`config.mk`:
```
export PLATFORM = sky130hd
export DESIGN_NAME = ahb_timer_flat
export DESIGN_NICKNAME = d
export VERILOG_FILES = /design/src/rtl/common_types_pkg.sv /design/src/rtl/ahb_bus_if.sv /design/src/rtl/ahb_timer.sv /design/src/flat_wrapper.sv
export SDC_FILE = /design/constraint.sdc
export NUM_CORES = 1
export LEC_CHECK = 0
export ABC_AREA = 1
export CAP_MARGIN = 40
export CELL_PAD_IN_SITES_DETAIL_PLACEMENT = 0
export CELL_PAD_IN_SITES_GLOBAL_PLACEMENT = 1
export CORE_AREA = 5 5 127 129
export CTS_CLUSTER_DIAMETER = 50
export DETAILED_ROUTE_END_ITERATION = 10
export DIE_AREA = 0 0 132 134
export GPL_ROUTABILITY_DRIVEN = 0
export PLACE_DENSITY = 0.9
export SYNTH_ARGS = -nofsm -noshare
export SYNTH_HDL_FRONTEND = slang
export SYNTH_SLANG_ARGS = --single-unit
```
`constraint.sdc`:
```
create_clock -name clk -period 1.9 [get_ports clk]
set_clock_uncertainty 0.1 [all_clocks]
set_input_delay 0.285 -clock clk [delete_from_list [all_inputs] [get_ports clk]]
set_output_delay 0.285 -clock clk [all_outputs]
set_load 0.005 [all_outputs]
```
`src/rtl/common_types_pkg.sv`:
```
// Shared types and constants for the AHB timer slice.
// - word_t / htrans_t : AHB-Lite data word and transfer-type encodings
// - REG_*             : register byte offsets within the timer window
// - IDX_*             : the same offsets as word indices (haddr[4:2])
// - CTRL_*            : bit positions inside CTRL
// - tmr_state_t       : bus response FSM states
package common_types_pkg;

  typedef logic [31:0] word_t;

  typedef enum logic [1:0] {
    HTRANS_IDLE   = 2'b00,
    HTRANS_BUSY   = 2'b01,
    HTRANS_NONSEQ = 2'b10,
    HTRANS_SEQ    = 2'b11
  } htrans_t;

  localparam logic [2:0] HSIZE_WORD = 3'b010;

  localparam logic [4:0] REG_CTRL     = 5'h00;
  localparam logic [4:0] REG_COUNT    = 5'h04;
  localparam logic [4:0] REG_COMPARE  = 5'h08;
  localparam logic [4:0] REG_STATUS   = 5'h0C;
  localparam logic [4:0] REG_PRESCALE = 5'h10;

  localparam logic [2:0] IDX_CTRL     = REG_CTRL[4:2];
  localparam logic [2:0] IDX_COUNT    = REG_COUNT[4:2];
  localparam logic [2:0] IDX_COMPARE  = REG_COMPARE[4:2];
  localparam logic [2:0] IDX_STATUS   = REG_STATUS[4:2];
  localparam logic [2:0] IDX_PRESCALE = REG_PRESCALE[4:2];

  localparam int CTRL_EN          = 0;
  localparam int CTRL_IRQ_EN      = 1;
  localparam int CTRL_AUTO_RELOAD = 2;

  typedef enum logic [1:0] {
    ST_IDLE,
    ST_DATA,
    ST_ERR1,
    ST_ERR2
  } tmr_state_t;

endpackage

```
`src/rtl/ahb_bus_if.sv`:
```
// AHB-Lite slave-side bundle as presented by the bus multiplexor.
// slave modport: hsel, haddr, htrans, hwrite, hsize, hburst, hwdata, hready in;
//                hrdata, hreadyout, hresp out.
interface ahb_bus_if;
  import common_types_pkg::*;

  logic       hsel;
  word_t      haddr;
  htrans_t    htrans;
  logic       hwrite;
  logic [2:0] hsize;
  logic [2:0] hburst;
  word_t      hwdata;
  logic       hready;
  word_t      hrdata;
  logic       hreadyout;
  logic       hresp;

  modport slave (
    input  hsel, haddr, htrans, hwrite, hsize, hburst, hwdata, hready,
    output hrdata, hreadyout, hresp
  );

endinterface

```
`src/rtl/ahb_timer.sv`:
```
// AHB-Lite memory-mapped 32-bit timer with compare match and level interrupt.
// Ports:
//   clk  - system clock, rising edge
//   nrst - asynchronous active-low reset
//   bus  - ahb_bus_if.slave (address decode to this block is done in the mux)
//   irq  - STATUS.MATCH & CTRL.IRQ_EN
// Optional build macro AHB_TIMER_PRESCALE_EN adds the 16-bit PRESCALE register
// at offset 0x10; without it that offset answers with an ERROR response.
//
// Response FSM:
//   state   | meaning
//   ST_IDLE | no data phase in progress
//   ST_DATA | zero-wait OKAY data phase of an accepted transfer
//   ST_ERR1 | first ERROR cycle (hreadyout low)
//   ST_ERR2 | second ERROR cycle (hreadyout high), may accept next transfer
module ahb_timer
  import common_types_pkg::*;
#(
  parameter word_t COMPARE_RST = 32'hFFFF_FFFF
) (
  input  logic      clk,
  input  logic      nrst,
  ahb_bus_if.slave  bus,
  output logic      irq
);

  tmr_state_t r_state, w_state_nxt;
  logic [2:0] r_idx;
  logic       r_write;

  logic [2:0] r_ctrl;
  word_t      r_count;
  word_t      r_compare;
  logic       r_match;

  logic [2:0] w_idx;
  logic       w_mapped, w_accept, w_err;
  logic       w_wr, w_wr_ctrl, w_wr_count, w_wr_compare, w_wr_status;
  logic       w_tick, w_set_match;
  logic       w_hreadyout, w_hresp;
  word_t      w_rdata;
  logic       w_unused;

  assign w_unused = ^{bus.hburst, bus.haddr[31:5]};
  assign w_idx    = bus.haddr[4:2];

`ifdef AHB_TIMER_PRESCALE_EN
  assign w_mapped = (w_idx <= IDX_PRESCALE);
`else
  assign w_mapped = (w_idx <= IDX_STATUS);
`endif

  assign w_accept = bus.hsel & bus.hready &
                    ((bus.htrans == HTRANS_NONSEQ) | (bus.htrans == HTRANS_SEQ));
  assign w_err    = (bus.hsize != HSIZE_WORD) | (bus.haddr[1:0] != 2'b00) | ~w_mapped;

  always_ff @(posedge clk or negedge nrst) begin
    if (!nrst) begin
      r_state <= ST_IDLE;
      r_idx   <= '0;
      r_write <= 1'b0;
    end else begin
      r_state <= w_state_nxt;
      if (w_accept) begin
        r_idx   <= w_idx;
        r_write <= bus.hwrite;
      end
    end
  end

  // hready is low only during ERR1, so no new address phase can be accepted there.
  always_comb begin
    w_state_nxt = ST_IDLE;
    w_hreadyout = 1'b1;
    w_hresp     = 1'b0;
    case (r_state)
      ST_ERR1: begin
        w_state_nxt = ST_ERR2;
        w_hreadyout = 1'b0;
        w_hresp     = 1'b1;
      end
      ST_ERR2: begin
        w_hresp = 1'b1;
        if (w_accept) w_state_nxt = w_err ? ST_ERR1 : ST_DATA;
      end
      default: begin
        if (w_accept) w_state_nxt = w_err ? ST_ERR1 : ST_DATA;
      end
    endcase
  end

  assign bus.hreadyout = w_hreadyout;
  assign bus.hresp     = w_hresp;

  assign w_wr         = (r_state == ST_DATA) & r_write;
  assign w_wr_ctrl    = w_wr & (r_idx == IDX_CTRL);
  assign w_wr_count   = w_wr & (r_idx == IDX_COUNT);
  assign w_wr_compare = w_wr & (r_idx == IDX_COMPARE);
  assign w_wr_status  = w_wr & (r_idx == IDX_STATUS);

`ifdef AHB_TIMER_PRESCALE_EN
  logic [15:0] r_prescale, r_pre_cnt;
  logic        w_wr_prescale;

  assign w_wr_prescale = w_wr & (r_idx == IDX_PRESCALE);
  assign w_tick        = r_ctrl[CTRL_EN] & (r_pre_cnt == r_prescale);

  always_ff @(posedge clk or negedge nrst) begin
    if (!nrst) begin
      r_prescale <= '0;
      r_pre_cnt  <= '0;
    end else begin
      if (w_wr_prescale) r_prescale <= bus.hwdata[15:0];
      if (!r_ctrl[CTRL_EN] || w_wr_prescale || w_tick) r_pre_cnt <= '0;
      else                                            r_pre_cnt <= r_pre_cnt + 16'd1;
    end
  end
`else
  assign w_tick = r_ctrl[CTRL_EN];
`endif

  // A COUNT write suppresses both the increment and the compare for that cycle.
  assign w_set_match = w_tick & ~w_wr_count & (r_count == r_compare);

  always_ff @(posedge clk or negedge nrst) begin
    if (!nrst) begin
      r_ctrl    <= '0;
      r_count   <= '0;
      r_compare <= COMPARE_RST;
      r_match   <= 1'b0;
    end else begin
      if (w_wr_ctrl)    r_ctrl    <= bus.hwdata[2:0];
      if (w_wr_compare) r_compare <= bus.hwdata;
      if (w_wr_count)
        r_count <= bus.hwdata;
      else if (w_tick)
        r_count <= (w_set_match & r_ctrl[CTRL_AUTO_RELOAD]) ? '0 : r_count + 32'd1;
      // A match set by the tick wins over a simultaneous write-1-to-clear.
      if (w_set_match)                         r_match <= 1'b1;
      else if (w_wr_status && bus.hwdata[0])   r_match <= 1'b0;
    end
  end

  // Read data reflects register contents at the start of the data phase.
  always_comb begin
    w_rdata = '0;
    if (r_state == ST_DATA && !r_write) begin
      case (r_idx)
        IDX_CTRL:     w_rdata = {29'b0, r_ctrl};
        IDX_COUNT:    w_rdata = r_count;
        IDX_COMPARE:  w_rdata = r_compare;
        IDX_STATUS:   w_rdata = {31'b0, r_match};
`ifdef AHB_TIMER_PRESCALE_EN
        IDX_PRESCALE: w_rdata = {16'b0, r_prescale};
`endif
        default:      w_rdata = '0;
      endcase
    end
  end

  assign bus.hrdata = w_rdata;
  assign irq        = r_match & r_ctrl[CTRL_IRQ_EN];

endmodule

```
`src/flat_wrapper.sv`:
```
// flat-port wrapper written by rule: the top's interface ports become plain ports
module ahb_timer_flat import common_types_pkg::*;
#(
  parameter word_t COMPARE_RST = 32'hFFFF_FFFF
)
  (clk, nrst, irq, bus_hsel, bus_haddr, bus_htrans, bus_hwrite, bus_hsize, bus_hburst, bus_hwdata, bus_hready, bus_hrdata, bus_hreadyout, bus_hresp);
  ahb_bus_if bus_i ();
  input  logic clk;
  input  logic nrst;
  output logic irq;
  input wire logic [$bits(bus_i.hsel)-1:0] bus_hsel;
  input wire logic [$bits(bus_i.haddr)-1:0] bus_haddr;
  input wire logic [$bits(bus_i.htrans)-1:0] bus_htrans;
  input wire logic [$bits(bus_i.hwrite)-1:0] bus_hwrite;
  input wire logic [$bits(bus_i.hsize)-1:0] bus_hsize;
  input wire logic [$bits(bus_i.hburst)-1:0] bus_hburst;
  input wire logic [$bits(bus_i.hwdata)-1:0] bus_hwdata;
  input wire logic [$bits(bus_i.hready)-1:0] bus_hready;
  output wire logic [$bits(bus_i.hrdata)-1:0] bus_hrdata;
  output wire logic [$bits(bus_i.hreadyout)-1:0] bus_hreadyout;
  output wire logic [$bits(bus_i.hresp)-1:0] bus_hresp;
  assign bus_i.hsel = bus_hsel;
  assign bus_i.haddr = bus_haddr;
  assign bus_i.htrans = bus_htrans;
  assign bus_i.hwrite = bus_hwrite;
  assign bus_i.hsize = bus_hsize;
  assign bus_i.hburst = bus_hburst;
  assign bus_i.hwdata = bus_hwdata;
  assign bus_i.hready = bus_hready;
  assign bus_hrdata = bus_i.hrdata;
  assign bus_hreadyout = bus_i.hreadyout;
  assign bus_hresp = bus_i.hresp;
  ahb_timer #(.COMPARE_RST(COMPARE_RST)) u_core (.clk(clk), .nrst(nrst), .bus(bus_i), .irq(irq));
endmodule
```
; ---- After elaboration in Yosys (flattened, before gate mapping)
; Cells that the tools add are included.
[op_classes]
eq_ne = 10
n_reduce_logical = 8
bitwise_logic = 16
n_lt_le_gt_ge = 1
muxes = 12
n_addsub = 1
[op_table]
columns = cell, n
row1 = $mux W32, 4
row2 = $pmux W32 S4, 1
row3 = $add A32 B1 Y32 const B, 1
row4 = $eq A32 B32 Y1, 1
row5 = $and A1 B1 Y1, 11
row6 = $eq A2 B2 Y1 const B, 4
row7 = $eq A3 B2 Y1 const B, 2
row8 = $mux W2, 3
row9 = $reduce_bool A2 Y1, 3
row10 = $mux W1, 4
row11 = $eq A3 B1 Y1 const B, 1
row12 = $le A3 B2 Y1 const B, 1
row13 = $logic_not A3 Y1, 1
row14 = $ne A3 B2 Y1 const B, 1
row15 = $or A1 B1 Y1, 3
row16 = $eq A2 B1 Y1 const B, 1
row17 = $logic_and A1 B1 Y1, 2
row18 = $not A1 Y1, 2
row19 = $reduce_or A2 Y1, 1
row20 = $logic_not A1 Y1, 1
[word_totals]
out_inout_bits = 35
word_cells = 55
ff_bits = 74
input_bits = 77

; ---- Depth between registers and ports, before layout
; Gate-level depths: netlist of run 1.
[depth]
ltp_word = 10
depth_mapped = 11

; ---- Worst setup path after synthesis of run 1
; Ideal clock, no wire load.
[synth_timing]
path_kind = register -> output
from = register u_core.r_idx[0]
to = output bus_hrdata[2]
stages_incl_launch_ff = 7
setup_slack_ns = 0.171
path_buffers = 1
t_required_ns = 1.515
t_arrival_ns = 1.344
cell_sequence = dfrtp_1 > nor3_1 > clkbuf_1 > nand2_1 > o221ai_1 > nand2_1 > inv_1
[synth_between]
elab_chain_cells = 3
elab_cells_between_ends = 6
classes_between = eq/ne (3) / mux (2) / reduce/logical (1)
[synth_rtl]
columns = item, line_no
row1 = start: declaration, ahb_timer.sv:28  ; logic [2:0] r_idx;
row2 = start signal: assignment, ahb_timer.sv:65  ; r_idx <= w_idx;
row3 = "$eq A3 B2 Y1, or another cell as far along", ahb_timer.sv:148  ; case (r_idx)
row4 = $pmux W32 S4 *, ahb_timer.sv:148
row5 = $mux W32 *, ahb_timer.sv:147  ; if (r_state == ST_DATA && !r_write) begin
row6 = end: declaration, flat_wrapper.sv:19  ; output wire logic [$bits(bus_i.hrdata)-1:0] bus_hrdata;
; Every way passes the cells marked *; elsewhere a longest branch is shown, timed or not.

; ---- Worst setup path in the final report of run 1
[layout_timing]
from = register u_core.r_idx[2]
to = output bus_hrdata[17]
; The elaborated chain is that of the path after synthesis.

==> run metrics, run 1 <==
drt first pass iters=4; vias in the first global route=~5.4k; DIE HEIGHT=about 130 µm; Flop pwr share=0.354; P&R area growth vs syn=47.1%; Crit. End Element=output pin; hold crit path type=input pin to flop; asr flop ratio synth=1.00; crit path time final=2060 ps; Clock Latency Late Sink=340 ps; Post-Synthesis Cell Area=approximately 5200 µm²; Rows=45; Cell Pwr Density=~1200 nW/µm²; final hold violation count=0; status=complete, but fails checks; wire length of the first global-routing pass=between 20000 and 30000 µm; crit-path cells=nor2_4, nand2_2, inv_2, buf_6, buf_12, nand2_2, a21oi_2, buf_2; Ports=approximately 110; RSZ-0062 raised after global routing=yes; count of different cell masters after synthesis=35; Max VDD drop=between 0.0006 and 0.0007 V; H-tree depth=3; part of the power in the clock network=0.185; Critical Path Start Type=flop; fin util=0.516; CTS tree=done; Critical Path AT=about 1700 ps; drt via density=~4.8; setup violators final=63; Main synth FF type=dfrtp_1; CP bufs+invs=4; Max stage delay on crit path=between 400 and 500 ps; NumNets Final=between 1k and 1.5k; Clock transition at path regs=~60 ps; CTS Root Cell=clkbuf_16; total power=~9400 µW; CTS Buffer Depth=2; WS Path Type=flop to output pin; HPWL Detailed=around 12000 µm; initial antenna violation count=0; reg-to-reg startpoint=u_core.r_count[1]; post-synth net total=roughly 900; Seq/Total Area, Yosys=0.361; Synth Warn #=0; Sw Share=0.410; syn_area_per_cell=around 6.5 µm²; setup slack, reg-to-reg=-140 ps; most frequent CP cell=nand2_2; Post-synth EDFFs=0; CP required=around 1500 ps; Hold Startpoint=bus_hwdata[29]; Sink Count=74; Fill cells=between 1k and 1.5k; Register-to-Register Path Depth=11; antenna viol nets, final=0; Inserted Diodes=0; Hold Path End=u_core.r_compare[29]; Iter 0 DRT Violations=between 300 and 400; CP max stage cell=dfrtp_2; largest net degree at the start of global routing=75; Starting Density=0.351; P_sw=around 3900 µW; CP max FO=7; failing checks=negative setup slack; Total Routed Length=~17000 µm; routed length per instance=roughly 15 µm; logic gate share of total power=0.461; IO buf count=80; Seq cells post-synth=between 70 and 80; Hold Path Stages=3; reg-to-reg endpoint=u_core.r_count[17]; LEAKAGE=0.00343 µW; share of layout cells above drive strength 1=0.331; Slew Viols, Final=0; gr usage total=0.183; internal power=~5500 µW; Rel. slew slack=0.711; MaxCap Viol Count=0; CP top delay family=buffers and inverters; die area=between 15000 and 20000 µm²; Die X=between 100 and 150 µm; CTS buffer count=9; Core Area=around 15000 µm²; FMAX=approximately 0.49 GHz; Gate Count Post-Synth=805; final setup margin=-156 ps; actual slew at the worst max-slew pin=~430 ps; DR vias=between 5k and 6k; DRC errors left=0; period utilisation layout=1.08; GRT overflow=0
## tightest hold or removal path, delay by kind of cell
family	cells	cell delay [ps]
AOI/OAI and AO/OA	1	60
buffers and inverters	2	460
## worst max-delay path by stage
stage | start | endpoint | slack [ps] | depth (start not counted)
floorplan | u_core.r_idx[0] | bus_hrdata[2] | 170 | 6
global placement | u_core.r_idx[0] | bus_hrdata[14] | -170 | 9
detailed placement | u_core.r_idx[0] | bus_hrdata[17] | -210 | 6
CTS | u_core.r_idx[2] | bus_hrdata[17] | -210 | 6
global route | u_core.r_idx[2] | bus_hrdata[25] | -210 | 8
finish | u_core.r_idx[2] | bus_hrdata[17] | -160 | 8
## sequential cells by signal, summed over array words and instances, names as in the netlist
| register | count |
|---|---|
| u_core.r_compare | 32 |
| u_core.r_count | 32 |
| u_core.r_idx | 3 |
| u_core.r_match | 1 |
| u_core.r_state | 2 |
| u_core.r_ctrl | 3 |
| u_core.r_write | 1 |
## kinds of logic after synthesis
| kind of cell | after synthesis | synth area share |
|---|---|---|
| compound gates | 110 | 0.113 |
| xor+xnor | 35 | 0.0586 |
| fa+ha+maj | 1 | 0.00239 |
| buf+inv | 154 | 0.120 |
| flops | 74 | 0.361 |
| mux | 5 | 0.0108 |
| simple gates | 426 | 0.335 |
## area by class of cell
class / instances / area (µm²) / area share
Clock buffer: 15 / 298 / 0.0387
Clock inverter: 1 / 5.00 / 0.000650
Inverter: 122 / 460 / 0.0598
Multi-Input combinational cell: 577 / 3270 / 0.424
Sequential cell: 74 / 1900 / 0.247
Tap cell: 188 / 235 / 0.0306
Timing Repair Buffer: 166 / 1530 / 0.199
## cell usage in the layout, fill, tap and decap left out, drive strengths merged
| cell type | n |
|---|---|
| nand2 | 265 |
| inv | 122 |
| nor2 | 117 |
| buf | 115 |
| a21oi | 55 |
| clkdlybuf4s50 | 46 |
| dfrtp | 42 |
| dfstp | 32 |
| o21ai | 31 |
| xor2 | 23 |
| nand3 | 22 |
| o22ai | 20 |
| clkbuf | 18 |
| xnor2 | 12 |
| nor3 | 12 |
| nand4 | 6 |
| mux2 | 5 |
| o221ai | 2 |
| a221oi | 1 |
| and3 | 1 |
| or2 | 1 |
| nor3b | 1 |
| nor4 | 1 |
| a211oi | 1 |
| ha | 1 |
| clkinv | 1 |
| dlygate4sd3 | 1 |
| dlygate4sd2 | 1 |
## power by group through the flow
stage,Clock [µW],Sequential [µW],Combinational [µW]
3_3_place_gp,0,3210,3430
6_report,1740,3330,4330
2_1_floorplan,0,2980,2340
4_1_cts,1780,3220,3730
3_5_place_dp,0,3210,3490
5_1_grt,1840,3430,4800
## metrics by stage
| step | setup slack, ps | hold slack, ps | TNS (ps) | instances | cell area (µm²) |
|---|---|---|---|---|---|
| after global placement | -172 | 255 | -4470 | 1105 | 6670 |
| after floorplan | 171 | -111 | 0 | 805 | 5230 |
| after detailed placement | -207 | 257 | -5370 | 1105 | 6670 |
| after CTS | -207 | 373 | -2950 | 1135 | 7140 |
| after global routing | -211 | 382 | -10920 | 1143 | 7700 |
| final | -156 | 373 | -7380 | 1143 | 7700 |
## repair_timing
| action | in CTS | in global routing |
|---|---|---|
| hold buffers | 1 | 0 |
| setup endpoints to repair | 65 | 64 |
| pin swaps | 12 | 30 |
| resized for setup | 186 | 137 |
| cloned | 1 | 3 |
| buffers inserted | 14 | 5 |
| hold endpoints to repair | 42 | 0 |
## metal layers
metal | track usage | routed length, µm | up-vias | share of wire
li1 | - | - | 2772 | -
met1 | 0.231 | 7540 | 2584 | 0.44
met2 | 0.314 | 8520 | 102 | 0.50
met3 | 0.0368 | 685 | 18 | 0.040
met4 | 0.0566 | 208 | 0 | 0.012
met5 | 0 | 0 | - | 0
## synthesized netlist by cell type (5+ instances only)
master / count / area (µm²)
a21oi_1: 55 / 275
dfrtp_1: 42 / 1050
nand3_1: 21 / 105
o22ai_1: 20 / 125
nor3_1: 12 / 60.1
mux2_2: 5 / 56.3
xnor2_1: 12 / 105
nand2_1: 263 / 987
dfstp_2: 32 / 841
nor2_1: 111 / 417
o21ai_0: 30 / 150
inv_1: 119 / 447
clkbuf_1: 13 / 48.8
nand4_1: 5 / 31.3
xor2_1: 23 / 201
buf_2: 11 / 55.1
No activity file was read; power rests on OpenSTA's default activity.
==> run 2, diff against run 1 <==
--- a/config.mk
+++ b/config.mk
@@ -5,14 +5,13 @@
 export SDC_FILE = /design/constraint.sdc
 export NUM_CORES = 1
 export LEC_CHECK = 0
-export ABC_AREA = 1
 export CAP_MARGIN = 40
 export CELL_PAD_IN_SITES_DETAIL_PLACEMENT = 0
 export CELL_PAD_IN_SITES_GLOBAL_PLACEMENT = 1
-export CORE_AREA = 5 5 127 129
+export CORE_AREA = 5 5 116 118
 export CTS_CLUSTER_DIAMETER = 50
 export DETAILED_ROUTE_END_ITERATION = 10
-export DIE_AREA = 0 0 132 134
+export DIE_AREA = 0 0 121 123
 export GPL_ROUTABILITY_DRIVEN = 0
 export PLACE_DENSITY = 0.9
 export SYNTH_ARGS = -nofsm -noshare
==> run metrics, run 2 <==
Total Routed Length=between 15000 and 20000 µm; NumNets Final=743; RSZ-0062 raised after global routing=yes; FMAX=0.424 GHz; area share of fa/ha/maj cells after synthesis=0.00272; initial antenna violation count=0; crit path time final=~2400 ps; CP max stage cell=dfstp_2; fin util=0.619; Cell Pwr Density=around 1400 nW/µm²; flip-flop and latch area=between 1500 and 2000 µm²; most instantiated cells after synthesis=45 x nor2_1, 44 x nand2_1, 44 x xor2_1; Rows=41; footprint of the multi-input gates=roughly 3200 µm²; Seq cells post-synth=74; CTS Root Cell=clkbuf_16; DR vias=between 4k and 5k; post-synth net total=between 500 and 600; compound-cell area share of the yosys netlist=0.119; die area=14900 µm²; Inserted Diodes=0; post-synthesis simple-gate area fraction=0.212; CTS buffer count=9; drt first pass iters=5; P&R area growth vs syn=66.4%; routed length per instance=20.1 µm; antenna viol nets, final=0; Iter 0 DRT Violations=approximately 400; gr usage total=0.217; most common cell after layout, fill and taps aside=buf_4; xor and xnor area share after synthesis=0.111; CTS Buffer Depth=2; wire length of the first global-routing pass=between 20000 and 25000 µm; Seq/Total Area, Yosys=0.412; Die X=between 100 and 150 µm; GRT overflow=0; crit-path cells=xor2_1, buf_4, nor4_2, nand4_1, nor4_4, buf_6, nor2_1, a211o_1; Max VDD drop=roughly 0.0005 V; Critical Path AT=~2500 ps; Min Hold Slack=415 ps; Main synth FF type=dfrtp_1; vias in the first global route=4682; Critical Path Start Type=flop; Ports=112; MaxCap Viol Count=0; H-tree depth=3; WS Path Type=flop to flop; period utilisation layout=1.24; Final Cell Area=about 7600 µm²; Max stage delay on crit path=around 540 ps; failing checks=negative setup slack; Clock transition at path regs=around 60 ps; Synth top area share=0.229; commonest cells after routing, fill and taps aside=107 x buf_4, 46 x clkdlybuf4s50_1, 44 x nand2_1; largest net degree at the start of global routing=75; setup violators final=97; syn_area_per_cell=between 9 and 10 µm²; Slew Viols, Final=0; largest family of logic cells by synthesized area=simple AND/OR/NAND/NOR gates; Fill cells=roughly 930; multiplexer share of the synthesized area=0.105; total power=10600 µW; share of layout cells above drive strength 1=0.536; CP max FO=6; HPWL Detailed=10400 µm; asr flop ratio synth=1.00; synth top area cells=dfrtp_1 23%, dfstp_2 18%, mux2_2 9.3%, xor2_1 8.4%, a22oi_1 4.7%; actual slew at the worst max-slew pin=502 ps; CP required=2030 ps; DIE HEIGHT=~120 µm; CTS tree=done; Sink Count=74; Post-Synthesis Cell Area=roughly 4600 µm²; Crit. End Element=flop; IO buf count=80; final hold violation count=0; Gate Count Post-Synth=~470; drt via density=~5.5; Synth Warn #=0; DRC errors left=0; final setup margin=-460 ps; biggest regs=u_core.r_compare (32), u_core.r_count (32); Rel. slew slack=0.664; Clock Latency Late Sink=around 350 ps; CP bufs+invs=2; Starting Density=0.372; count of different cell masters after synthesis=~50; status=complete, but fails checks; Core Area=12400 µm²; Area after DPL=roughly 6400 µm²; most frequent cell after synthesis=nor2_1; cell taking the most area after synthesis=dfrtp_1; Post-synth EDFFs=0; CP top delay family=simple AND/OR/NAND/NOR gates; LEAKAGE=about 0.003 µW; hold crit path type=input pin to asynchronous set/reset pin
==> run 2: per-stage QoR <==
step	TNS (ps)	setup WS (ps)	instances
6_report	-21820	-460	842
5_1_grt	-28390	-577	842
4_1_cts	-18900	-380	835
3_5_place_dp	-19820	-414	797
3_3_place_gp	-17870	-390	797
2_1_floorplan	-1800	-82.3	466
==> run 2: final timing paths <==
path / startpoint / endpoint / slack (ps) / cells past startpoint
setup reg to reg: u_core.r_compare[16] / u_core.r_count[22] / -460 / 8
min in group clk: bus_hwdata[26] / u_core.r_count[26] / 420 / 3
hold reg to reg: u_core.r_ctrl[1] / u_core.r_ctrl[1] / 470 / 1
hold / removal: nrst / u_core.r_state[1] / 420 / 3
max in group asynchronous: nrst / u_core.r_compare[13] / 940 / 3
setup / recovery: u_core.r_compare[16] / u_core.r_count[22] / -460 / 8
==> run 2: cells by family (layout without fill, tap and decap cells) <==
group | count (synthesis) | in the layout
AOI/OAI and AO/OA | 75 | 75
xor gates and xnor gates | 58 | 58
adders and majority gates | 1 | 1
buffers and inverters | 40 | 244
DFF | 74 | 74
muxes | 42 | 42
and+or+nand+nor | 176 | 176
==> run 2: layout make-up <==
cell class | instances | area share
multi-input combinational | 352 | 0.414
timing repair buffer | 225 | 0.267
sequential | 74 | 0.248
clock buffer | 11 | 0.0317
tap | 172 | 0.0281
clock inverter | 5 | 0.0101
inverter | 3 | 0.00147
==> run 2: repair_timing <==
item / in CTS / in global routing
cloned: 5 / 4
hold buffers: 1 / 0
pin swaps: 36 / 23
setup endpoints to repair: 67 / 97
setup buffers: 16 / 7
gates resized for setup: 234 / 91
endpoints found under the hold margin: 42 / 0
==> run 2: routing by layer <==
| metal | global-route usage | up-vias | wire, µm |
|---|---|---|---|
| li1 | - | 2082 | - |
| met1 | 0.281 | 2303 | 6970 |
| met2 | 0.356 | 190 | 8310 |
| met3 | 0.0361 | 51 | 1050 |
| met4 | 0.0984 | 0 | 584 |
| met5 | 0 | - | 0 |
==> run 2: power by group <==
| part | switching [µW] | leakage (µW) | total, µW | internal, µW |
|---|---|---|---|---|
| Combinational | 2680 | 0.00211 | 5590 | 2920 |
| Sequential | 661 | 0.000795 | 3160 | 2500 |
| Clock | 679 | 0.000156 | 1860 | 1180 |
| Total | 4020 | 0.00306 | 10600 | 6600 |
==> run 2: worst min-delay path, delay by kind of cell <==
| family | cells | cell delay [ps] |
|---|---|---|
| buffers and inverters | 3 | 980 |
